===== config.mk =====
export PLATFORM = sky130hd
export DESIGN_NAME = vec_mul_sequencer
export DESIGN_NICKNAME = d
export VERILOG_FILES = /design/src/rtl/vec_mul_pkg.sv /design/src/rtl/valid_delay_line.sv /design/src/rtl/vec_mul_sequencer.sv
export SDC_FILE = /design/constraint.sdc
export NUM_CORES = 1
export LEC_CHECK = 0
export CELL_PAD_IN_SITES_DETAIL_PLACEMENT = 1
export CELL_PAD_IN_SITES_GLOBAL_PLACEMENT = 1
export CORE_MARGIN = 1
export CORE_UTILIZATION = 40
export CTS_BUF_LIST = sky130_fd_sc_hd__clkbuf_2 sky130_fd_sc_hd__clkbuf_4 sky130_fd_sc_hd__clkbuf_8
export CTS_CLUSTER_DIAMETER = 150
export DETAILED_ROUTE_END_ITERATION = 8
export GPL_TIMING_DRIVEN = 0
export PLACE_DENSITY_LB_ADDON = 0.1
export SYNTH_ARGS = -nofsm -noshare
export SYNTH_HDL_FRONTEND = slang
export SYNTH_SLANG_ARGS = --single-unit

===== constraint.sdc =====
create_clock -name clk -period 2.6 [get_ports clk]
set_clock_uncertainty 0.1 [all_clocks]
set_input_delay 0.52 -clock clk [delete_from_list [all_inputs] [get_ports clk]]
set_output_delay 0.52 -clock clk [all_outputs]
set_load 0.01 [all_outputs]

===== src/rtl/vec_mul_pkg.sv =====
// Shared types and default sizing for the 1x64 vector-multiply control path.
// The top level takes its parameter defaults from here.
package vec_mul_pkg;

  localparam int ADDRESSSIZE_DEF   = 10;
  localparam int COUNT_BW_DEF      = 10;
  localparam int PIPE_LATENCY_DEF  = 2;
  localparam int RELOAD_CYCLES_DEF = 1;

  typedef enum logic [2:0] {
    ST_IDLE   = 3'd0,
    ST_WAIT_W = 3'd1,
    ST_POP    = 3'd2,
    ST_RELOAD = 3'd3,
    ST_STREAM = 3'd4,
    ST_DRAIN  = 3'd5,
    ST_DONE   = 3'd6
  } state_t;

endpackage


===== src/rtl/valid_delay_line.sv =====
// Shift register that aligns the UB read-valid with the datapath output,
// so the result write strobe lands on the cycle the product is ready.
module valid_delay_line #(
  parameter int DEPTH = 2
) (
  input  logic clk,
  input  logic rst,
  input  logic d,
  output logic q
);

  logic [DEPTH-1:0] stage;

  // NOTE: the stages must be cleared on reset; an abort has to drop
  // reads already in flight so no stray write reaches the Results SRAM.
  always_ff @(posedge clk) begin
    if (rst) begin
      stage <= '0;
    end else begin
      stage[0] <= d;
      for (int i = 1; i < DEPTH; i++) begin
        stage[i] <= stage[i-1];
      end
    end
  end

  assign q = stage[DEPTH-1];

endmodule


===== src/rtl/vec_mul_sequencer.sv =====
// Job sequencer for the vector-multiply datapath: weight pop and reload,
// UB address streaming, and latency-aligned Results SRAM writes.
module vec_mul_sequencer
  import vec_mul_pkg::*;
#(
  parameter int ADDRESSSIZE   = ADDRESSSIZE_DEF,
  parameter int COUNT_BW      = COUNT_BW_DEF,
  parameter int PIPE_LATENCY  = PIPE_LATENCY_DEF,
  parameter int RELOAD_CYCLES = RELOAD_CYCLES_DEF
) (
  input  logic                   clk,
  input  logic                   rst,
  input  logic                   start,
  input  logic [ADDRESSSIZE-1:0] src_base,
  input  logic [ADDRESSSIZE-1:0] dst_base,
  input  logic [COUNT_BW-1:0]    num_vec,
  input  logic                   fifo_empty,
  output logic                   fifo_read_enable,
  output logic                   weight_reload,
  output logic [ADDRESSSIZE-1:0] ub_address,
  output logic                   ub_read_valid,
  output logic                   res_write_enable,
  output logic [ADDRESSSIZE-1:0] res_address,
  output logic                   busy,
  output logic                   done,
  output logic                   err
);

  localparam int RLW = (RELOAD_CYCLES > 1) ? $clog2(RELOAD_CYCLES) : 1;
  localparam logic [RLW-1:0] RL_LAST = RLW'(RELOAD_CYCLES - 1);

  state_t              state;
  logic [COUNT_BW-1:0] num_q;
  logic [COUNT_BW-1:0] rd_cnt;
  logic [COUNT_BW-1:0] wr_cnt;
  logic [RLW-1:0]      rl_cnt;

  valid_delay_line #(
    .DEPTH (PIPE_LATENCY)
  ) u_valid_delay (
    .clk (clk),
    .rst (rst),
    .d   (ub_read_valid),
    .q   (res_write_enable)
  );

  // NOTE: state and every output are registers updated only with <=, so
  // all of them change together on the clock edge and nothing is a latch.
  always_ff @(posedge clk) begin
    if (rst) begin
      state            <= ST_IDLE;
      num_q            <= '0;
      rd_cnt           <= '0;
      wr_cnt           <= '0;
      rl_cnt           <= '0;
      fifo_read_enable <= 1'b0;
      weight_reload    <= 1'b0;
      ub_address       <= '0;
      ub_read_valid    <= 1'b0;
      res_address      <= '0;
      busy             <= 1'b0;
      done             <= 1'b0;
      err              <= 1'b0;
    end else begin
      // Write address advances only on an actual write, independent of state.
      if (res_write_enable) begin
        res_address <= res_address + 1'b1;
        wr_cnt      <= wr_cnt + 1'b1;
      end

      case (state)
        ST_IDLE: begin
          if (start) begin
            if (num_vec == '0) begin
              err <= 1'b1;
            end else begin
              num_q       <= num_vec;
              ub_address  <= src_base;
              res_address <= dst_base;
              rd_cnt      <= '0;
              wr_cnt      <= '0;
              err         <= 1'b0;
              busy        <= 1'b1;
              state       <= ST_WAIT_W;
            end
          end
        end

        ST_WAIT_W: begin
          if (!fifo_empty) begin
            fifo_read_enable <= 1'b1;
            state            <= ST_POP;
          end
        end

        ST_POP: begin
          fifo_read_enable <= 1'b0;
          weight_reload    <= 1'b1;
          rl_cnt           <= '0;
          state            <= ST_RELOAD;
        end

        ST_RELOAD: begin
          if (rl_cnt == RL_LAST) begin
            weight_reload <= 1'b0;
            ub_read_valid <= 1'b1;
            rd_cnt        <= COUNT_BW'(1);
            state         <= ST_STREAM;
          end else begin
            rl_cnt <= rl_cnt + 1'b1;
          end
        end

        // rd_cnt counts reads already presented, including the current one.
        ST_STREAM: begin
          if (rd_cnt == num_q) begin
            ub_read_valid <= 1'b0;
            state         <= ST_DRAIN;
          end else begin
            ub_address <= ub_address + 1'b1;
            rd_cnt     <= rd_cnt + 1'b1;
          end
        end

        // Leave on the final write so done follows it by exactly one cycle.
        ST_DRAIN: begin
          if (res_write_enable && (wr_cnt == num_q - 1'b1)) begin
            busy  <= 1'b0;
            done  <= 1'b1;
            state <= ST_DONE;
          end
        end

        ST_DONE: begin
          done  <= 1'b0;
          state <= ST_IDLE;
        end

        default: state <= ST_IDLE;
      endcase
    end
  end

endmodule

==> Word-level counts from Yosys, hierarchy flattened <==
Index checks and enable logic that the tools add are counted.
{ "word_totals": {"register_bits": 62} }
{ "classes": {"muxes": 40, "n_eq_ne": 15, "reduce_logical": 20, "n_addsub": 6, "n_bitwise": 1} }
{ "op_table": {"columns": ["cell", "n"], "rows": [
  ["two-way mux 10 bit", 15],
  ["adder 10 x 1 -> 10 bit (second input constant)", 4],
  ["case mux 10 bit (3 select lines)", 1],
  ["== test 10 bit", 2],
  ["case mux 10 bit (2 select lines)", 1],
  ["two-way mux 3 bit", 6],
  ["case mux 3 bit (6 select lines)", 1],
  ["!= test 2 bit (second input constant)", 7],
  ["case mux 1 bit (2 select lines)", 6],
  ["nonzero test 2 bit", 6],
  ["logical NOT 10 bit", 1],
  ["two-way mux 1 bit", 10],
  ["subtractor 10 x 1 -> 10 bit (second input constant)", 1],
  ["== test 3 bit (second input constant)", 3],
  ["AND reduction 2 bit", 4],
  ["AND reduction 4 bit", 2],
  ["== test 3 x 2 -> 1 bit (second input constant)", 2],
  ["AND reduction 3 bit", 2],
  ["AND reduction 6 bit", 1],
  ["AND reduction 5 bit", 1],
  ["== test 3 x 1 -> 1 bit (second input constant)", 1],
  ["logical NOT 3 bit", 1],
  ["nonzero test 3 bit", 1],
  ["adder 1 bit (second input constant)", 1],
  ["2 further kinds", 2]
]} }

==> Longest topological paths before layout <==
Gate-level depths: netlist of run 1.
{ "logic_depth": {"depth_word": 5, "depth_mapped": 10} }

==> Modules after synthesis <==
From an unflattened synthesis of run 1, not the netlist that was laid out.
{ "unflattened": {"hier_cells": 407, "area_unflattened_um2": 3266.9} }
{ "by_module_without_submodules": {"columns": ["module", "area_each_um2", "instances", "cells_per_inst"], "rows": [
  ["vec_mul_sequencer", 3214.3, 1, 403],
  ["valid_delay_line", 52.6, 1, 4]
]} }

==> Worst setup path after synthesis of run 1 <==
No wires, ideal clock.
{ "synth_path": {"path_kind": "reg-to-reg", "start": "register num_q[0]", "end": "register busy", "setup_ps": 119, "period_less_slack_ps": 2123, "required_ps": 2381, "path_stages_with_launch": 11, "path_slack_ps": 477, "n_path_buf": 2, "arrival_time_ps": 1905, "cell_sequence": "dfxtp_1 -> buf_2 -> inv_1 -> ha_1 -> clkbuf_1 -> o21bai_1 -> a211oi_1 -> a41oi_1 -> a21oi_1 -> o2111ai_1 -> o221a_2"} }
{ "synth_between": {"elab_chain_len": 5} }
{ "synth_rtl": {"columns": ["element", "line", "text"], "rows": [
  ["start: declaration", "vec_mul_sequencer.sv:33", "logic [COUNT_BW-1:0] num_q;"],
  ["start signal: assignment", "vec_mul_sequencer.sv:77", "num_q <= num_vec;"],
  ["subtractor 10 x 1 -> 10 bit", "vec_mul_sequencer.sv:127", "if (res_write_enable && (wr_cnt == num_q - 1'b1)) begin"],
  ["== test 10 bit", "vec_mul_sequencer.sv:127", null],
  ["logical AND 1 bit", "vec_mul_sequencer.sv:127", null],
  ["!= test 2 bit (no source line)", null, null],
  ["AND reduction 4 bit (no source line)", null, null],
  ["end signal: assignment", "vec_mul_sequencer.sv:61", "busy <= 1'b0;"],
  ["end signal: assignment", "vec_mul_sequencer.sv:83", "busy <= 1'b1;"],
  ["end signal: assignment", "vec_mul_sequencer.sv:128", "busy <= 1'b0;"],
  ["end: declaration", "vec_mul_sequencer.sv:24", "output logic busy,"]
]} }
Every way passes these cells.
A chain may end at the register's enable or synchronous reset.

==> Worst setup path after layout of run 1 <==
Same ends and word-level chain as after synthesis.

==> results of run 1 <==
registers in the layout, summed over array words and instances (netlist names):
name / count
busy: 1
err: 1
state: 3
ub_address: 10
done: 1
res_address: 10
u_valid_delay.stage: 2
num_q: 10
wr_cnt: 10
ub_read_valid: 1
fifo_read_enable: 1
rd_cnt: 10
weight_reload: 1
where the power goes:
part	switching [uW]	leakage (uW)	internal (uW)
registers	68.6	0.000498	990
clock network	363	0.0000974	439
logic	280	0.000921	252
total	712	0.00152	1680
cell usage after synthesis (3+ instances only):
| cell type | count | area (um2) |
|---|---|---|
| nor3b_1 | 3 | 22.5 |
| xor2_1 | 26 | 228 |
| o31ai_1 | 5 | 37.5 |
| or4_1 | 3 | 22.5 |
| nand2_1 | 50 | 188 |
| buf_2 | 3 | 15.0 |
| xnor2_1 | 15 | 131 |
| o21ai_0 | 11 | 55.1 |
| nand4_1 | 9 | 56.3 |
| nand3_1 | 19 | 95.1 |
| a31oi_1 | 5 | 31.3 |
| or3_1 | 6 | 37.5 |
| clkbuf_1 | 14 | 52.6 |
| a211oi_1 | 15 | 113 |
| and3_1 | 5 | 31.3 |
| nand2b_1 | 5 | 31.3 |
| nor3_1 | 9 | 45.0 |
| nor2_1 | 46 | 173 |
| ha_1 | 5 | 62.6 |
| o21ai_1 | 5 | 25.0 |
| buf_6 | 3 | 33.8 |
| a21oi_1 | 36 | 180 |
| dfxtp_1 | 61 | 1220 |
| inv_1 | 7 | 26.3 |
through the flow:
stage          TNS [ps]  instance area, um2  instances  total power [uW]  utilization
4_1_cts               0                4230        586              2400        0.539
3_3_place_gp      -6850                4040        572              1580        0.514
3_5_place_dp      -8710                4040        572              1600        0.514
5_1_grt               0                4260        585              2520        0.542
6_report              0                4260        585              2390        0.542
2_1_floorplan         0                3310        410              1370            -
path summary, 6_finish.rpt:
kind         slack, ps              startpoint  depth (start not counted)                endpoint
max                180                num_q[0]                          9                    busy
min reg2reg        360  u_valid_delay.stage[0]                          1  u_valid_delay.stage[1]
min                360  u_valid_delay.stage[0]                          1  u_valid_delay.stage[1]
max reg2reg        180                num_q[0]                          9                    busy
area by class of cell:
| type | count | area [um2] |
|---|---|---|
| well taps | 102 | 128 |
| fillers | 986 | 3590 |
| inverters | 8 | 30.0 |
| plain buffers | 21 | 110 |
| repair buffers | 60 | 601 |
| clock inverters | 1 | 5.00 |
| flip-flops and latches | 61 | 1220 |
| clock buffers | 13 | 179 |
| multi-input cells | 319 | 1980 |
worst reg2reg max path, cell delays in order, from the launching register on:
cell and delay [ps]:
dfxtp_1 310, buf_2 190, inv_1 70, ha_1 330, o21bai_1 240, a211oi_1 260, a41oi_1 70, a21oi_1 230
o2111ai_2 230, o221a_2 290
cell families after synthesis:
logic type | synth area share
XOR/XNOR | 0.109
AND/OR/NAND/NOR | 0.261
flip-flops | 0.369
multiplexers | 0.00605
AO/OA/AOI/OAI | 0.193
buffers and inverters | 0.0431
adder cells (fa/ha/maj) | 0.0189
routing by layer:
metal / up-vias / GRT usage / part of all wire
li1: 1611 / - / -
met1: 1585 / 0.302 / 0.46
met2: 55 / 0.414 / 0.50
met3: 11 / 0.0517 / 0.035
met4: 0 / 0.0692 / 0.011
met5: - / 0 / 0
==> impl_results.md, run 1 <==
- Minimum clock period after layout: 2420 ps
- Final Wtd Congestion: 0.791
- H-tree depth: 3
- Vias: around 3,300
- CTS Buf Count: 9
- CP max stage cell: ha_1
- Row cnt: 32
- Pwr dens: 562 nW/um2
- CTS tree: done
- Post-Syn Area per Cell: 8.07 um2
- Total track usage: 0.241
- Peak Freq: 413 MHz
- CP Buf/Inv Count: 2
- Synth unique cells: 54
- Most frequent cells in the layout: dfxtp_1 (61), clkdlybuf4s50_1 (60), nand2_1 (50)
- Period utilization: 0.931
- CP max FO: 10
- Io pins: between 60 and 70
- Number of setup buffers added after CTS: 0
- Initial Utilization: 0.422
- Worst hold-check path type: flop to flop
- Syn Inst Count: 410
- Clock latency at the later pin of the worst-skew pair: 330 ps
- Worst VDD drop: 0.244 mV
- DRC: 0
- Largest net degree at the start of global routing: 11
- # hold bufs at CTS: 0
- Crit-path cells: buf_2, inv_1, ha_1, o21bai_1, a211oi_1, a41oi_1, a21oi_1, o2111ai_2, o221a_2
- Post-synth EDFFs: 0
- Layout cell share with drive strength beyond 1: 0.0725
- CP Class: flop to flop
- Final #Nets: 519
- Yosys reg bits: 61
- Vias in the first global route: 3,428
- Main synth FF type: dfxtp_1
- Dpl ws: -329 ps
- Post-CTS Resized: 1
- 1st-iter DRT viols: 63
- Die area: 8640 um2
- Diode count: 0
- CP required: 2720 ps
- Clk pin slew, worst setup/hold paths: ~60 ps
- WL final: 9700 um
- Max incr delay on CP: between 300 and 400 ps
- Arr. time, crit path: 2540 ps
- Synthesized cell area: around 3300 um2
- RSZ-0062 raised after global routing: false
- Buffers on Ports: 60
- Crit end category: flop
- Detailed Routing Iterations Pass 1: 6
- Slew @ Worst Pin: 722 ps
- Die X: just over 90 um
- Register area share after synthesis: 0.369
- Gr ovfl total: 0
- Commonest non-fill, non-tap cell in the layout: dfxtp_1
- Worst rel slew slack: 0.515
- Drt wl/cell: about 17 um
- Chip height: 92.9 um
- Slew Limit Fails: 0
- CTS Sinks: 61
- Max Cap Viol: 0
- Mapped Nets: 449
- Synth Warn #: 0
- DR vias/cell: 5.58
- Setup violators final: 0
- Async SR Flop Fraction: 0
- Leakage: 0.00152 uW
- Maximum buffer depth of the clock tree: 2
- Core Area: approximately 7800 um2
- Worst hold margin: 357 ps
- Initial antenna violation count: 0
- Final hold vios: 0
- CP top delay family: compound AO/OA/AOI/OAI gates
- Antenna viol nets, final: 0
- Hpwl dp: 7080 um
- CP startpoint kind: flop
- Area growth syn-to-layout: 28.6%
- Status: complete, no violations
- CTS root buf: clkbuf_8
- Final Worst Setup Slack: 179 ps
- First-pass GRT wire length: 16,500 um
Note: power is estimated with default switching activity, not from simulation.
==> inputs of run 2 (changes only) <==
--- a/config.mk
+++ b/config.mk
@@ -17,3 +17,4 @@
 export SYNTH_ARGS = -nofsm -noshare
 export SYNTH_HDL_FRONTEND = slang
 export SYNTH_SLANG_ARGS = --single-unit
+export TNS_END_PERCENT = 20
==> impl_results.md, run 2 (synthesis results as in run 1) <==
- Commonest non-fill, non-tap cell in the layout: dfxtp_1
- Gr ovfl total: 0
- Tot Pwr: around 2400 uW
- Most frequent cells in the layout: dfxtp_1 (61), clkdlybuf4s50_1 (60), nand2_1 (50)
- Sw frac: 0.297
- Core Util, Final: 0.542
- Arr. time, crit path: between 2000 and 3000 ps
- DRC: 0
- Hold EP: u_valid_delay.stage[1]
- Worst hold-check path type: flop to flop
- Detailed Routing Iterations Pass 1: 4
- CP Class: flop to flop
- Final #Nets: 519
- Max Cap Viol: 0
- Clock power share: 0.335
- CTS Sinks: 61
- Final Wtd Congestion: 0.791
- Diode count: 0
- Buffers on Ports: 60
- Antenna viol nets, final: 0
- CTS tree: done
- Layout cell share with drive strength beyond 1: 0.0704
- Final hold vios: 0
- Initial antenna violation count: 0
- Maximum buffer depth of the clock tree: 2
- Register-to-register setup slack: 180 ps
- Slew Limit Fails: 0
- Worst Hold Depth: 1
- Largest net degree at the start of global routing: 11
- Period utilization: 0.931
- Setup_tns: 0 ps
- Clock latency at the later pin of the worst-skew pair: 330 ps
- CTS Buf Count: 9
- Worst rel slew slack: 0.515
- Number of setup buffers added after CTS: 0
- Slew @ Worst Pin: between 700 and 800 ps
- Clk pin slew, worst setup/hold paths: ~60 ps
- RR Startpoint: num_q[0]
- Io pins: 61
- Vias in the first global route: approximately 3,400
- Crit end category: flop
- Hpwl dp: 7080 um
- CP Launch Point: num_q[0]
- Total track usage: 0.241
- First-pass GRT wire length: 16,500 um
- Initial Utilization: 0.422
- Minimum clock period after layout: between 2000 and 2500 ps
- Net Switching: between 700 and 800 uW
- Die X: just over 90 um
- Chip height: 92.9 um
- Internal cell power: about 1700 uW
- CP startpoint kind: flop
- Row cnt: 32
- Peak Freq: around 410 MHz
- Fill count: a little under 1,000
- Pwr dens: 562 nW/um2
- CTS root buf: clkbuf_8
- Die area: 8640 um2
- Setup violators final: 0
- Vias: 3,263
- H-tree depth: 3
- R2r endpoint: busy
- Comb pwr share: 0.222
- Leakage: about 0.0015 uW
- CP max FO: 10
- Core Area: 7850 um2
- RSZ-0062 raised after global routing: true
- Hold_sp: u_valid_delay.stage[0]
- DR vias/cell: 5.58
- WL final: 9690 um
- Status: complete, no violations
- Drt wl/cell: 16.6 um
- 1st-iter DRT viols: between 60 and 70
- Worst Reg-to-Reg Cells: 9
- Worst VDD drop: 0.244 mV
- CP required: around 2700 ps
- Area growth syn-to-layout: 28.6%
- Seq pwr share: 0.443
run 2: cell counts in the layout (fill, tap and decap cells not counted):
No cell type changed its count.
run 2: worst max-delay path by stage:
stage,to,slack [ps],cells past startpoint
after floorplan,busy,480,10
after global placement,ub_address[4],-340,8
after detailed placement,ub_address[4],-330,8
after CTS,busy,5,10
after global routing,res_address[2],-9,7
final,busy,180,9
run 2: metrics by stage:
step	instance area (um2)	instances	hold WS (ps)	worst slack, ps
6_report	4250	585	357	179
5_1_grt	4250	585	370	-8.64
4_1_cts	4230	586	360	4.82
3_5_place_dp	4040	572	347	-329
3_3_place_gp	4040	572	325	-338
2_1_floorplan	3310	410	314	477
run 2: final cells by class:
cell class	instances	area, um2	share of cell area
inverter	8	30.0	0.00706
buffer	21	109	0.0256
multi-input combinational	319	1980	0.466
timing repair buffer	60	601	0.141
clock buffer	13	179	0.0421
clock inverter	1	5.00	0.00118
sequential	61	1220	0.287
tap	102	128	0.0300
run 2: repair_timing:
action | in CTS | in global routing
setup endpoints to repair | 1 | 24
pin swaps | 0 | 0
resized for setup | 1 | 4
hold buffers | 0 | 0
run 2: power groups by stage:
stage	Sequential, uW	Clock (uW)	Combinational [uW]
after floorplan	1080	0	295
after global placement	1080	0	505
after global routing	1070	863	588
after CTS	1060	818	529
final	1060	800	531
after detailed placement	1080	0	524
run 2: critical path, cell delays in order, from the launching register on:
cell and delay (ps):
dfxtp_1 310, buf_2 190, inv_1 70, ha_1 330, o21bai_1 240, a211oi_1 260
a41oi_1 70, a21oi_1 230, o2111ai_2 230, o221a_2 290
run 2: metal layers:
metal	GRT usage	routed length, um	up-vias
li1	-	-	1611
met1	0.302	4440	1585
met2	0.414	4820	55
met3	0.0517	338	12
met4	0.0692	104	0
met5	0	0	-
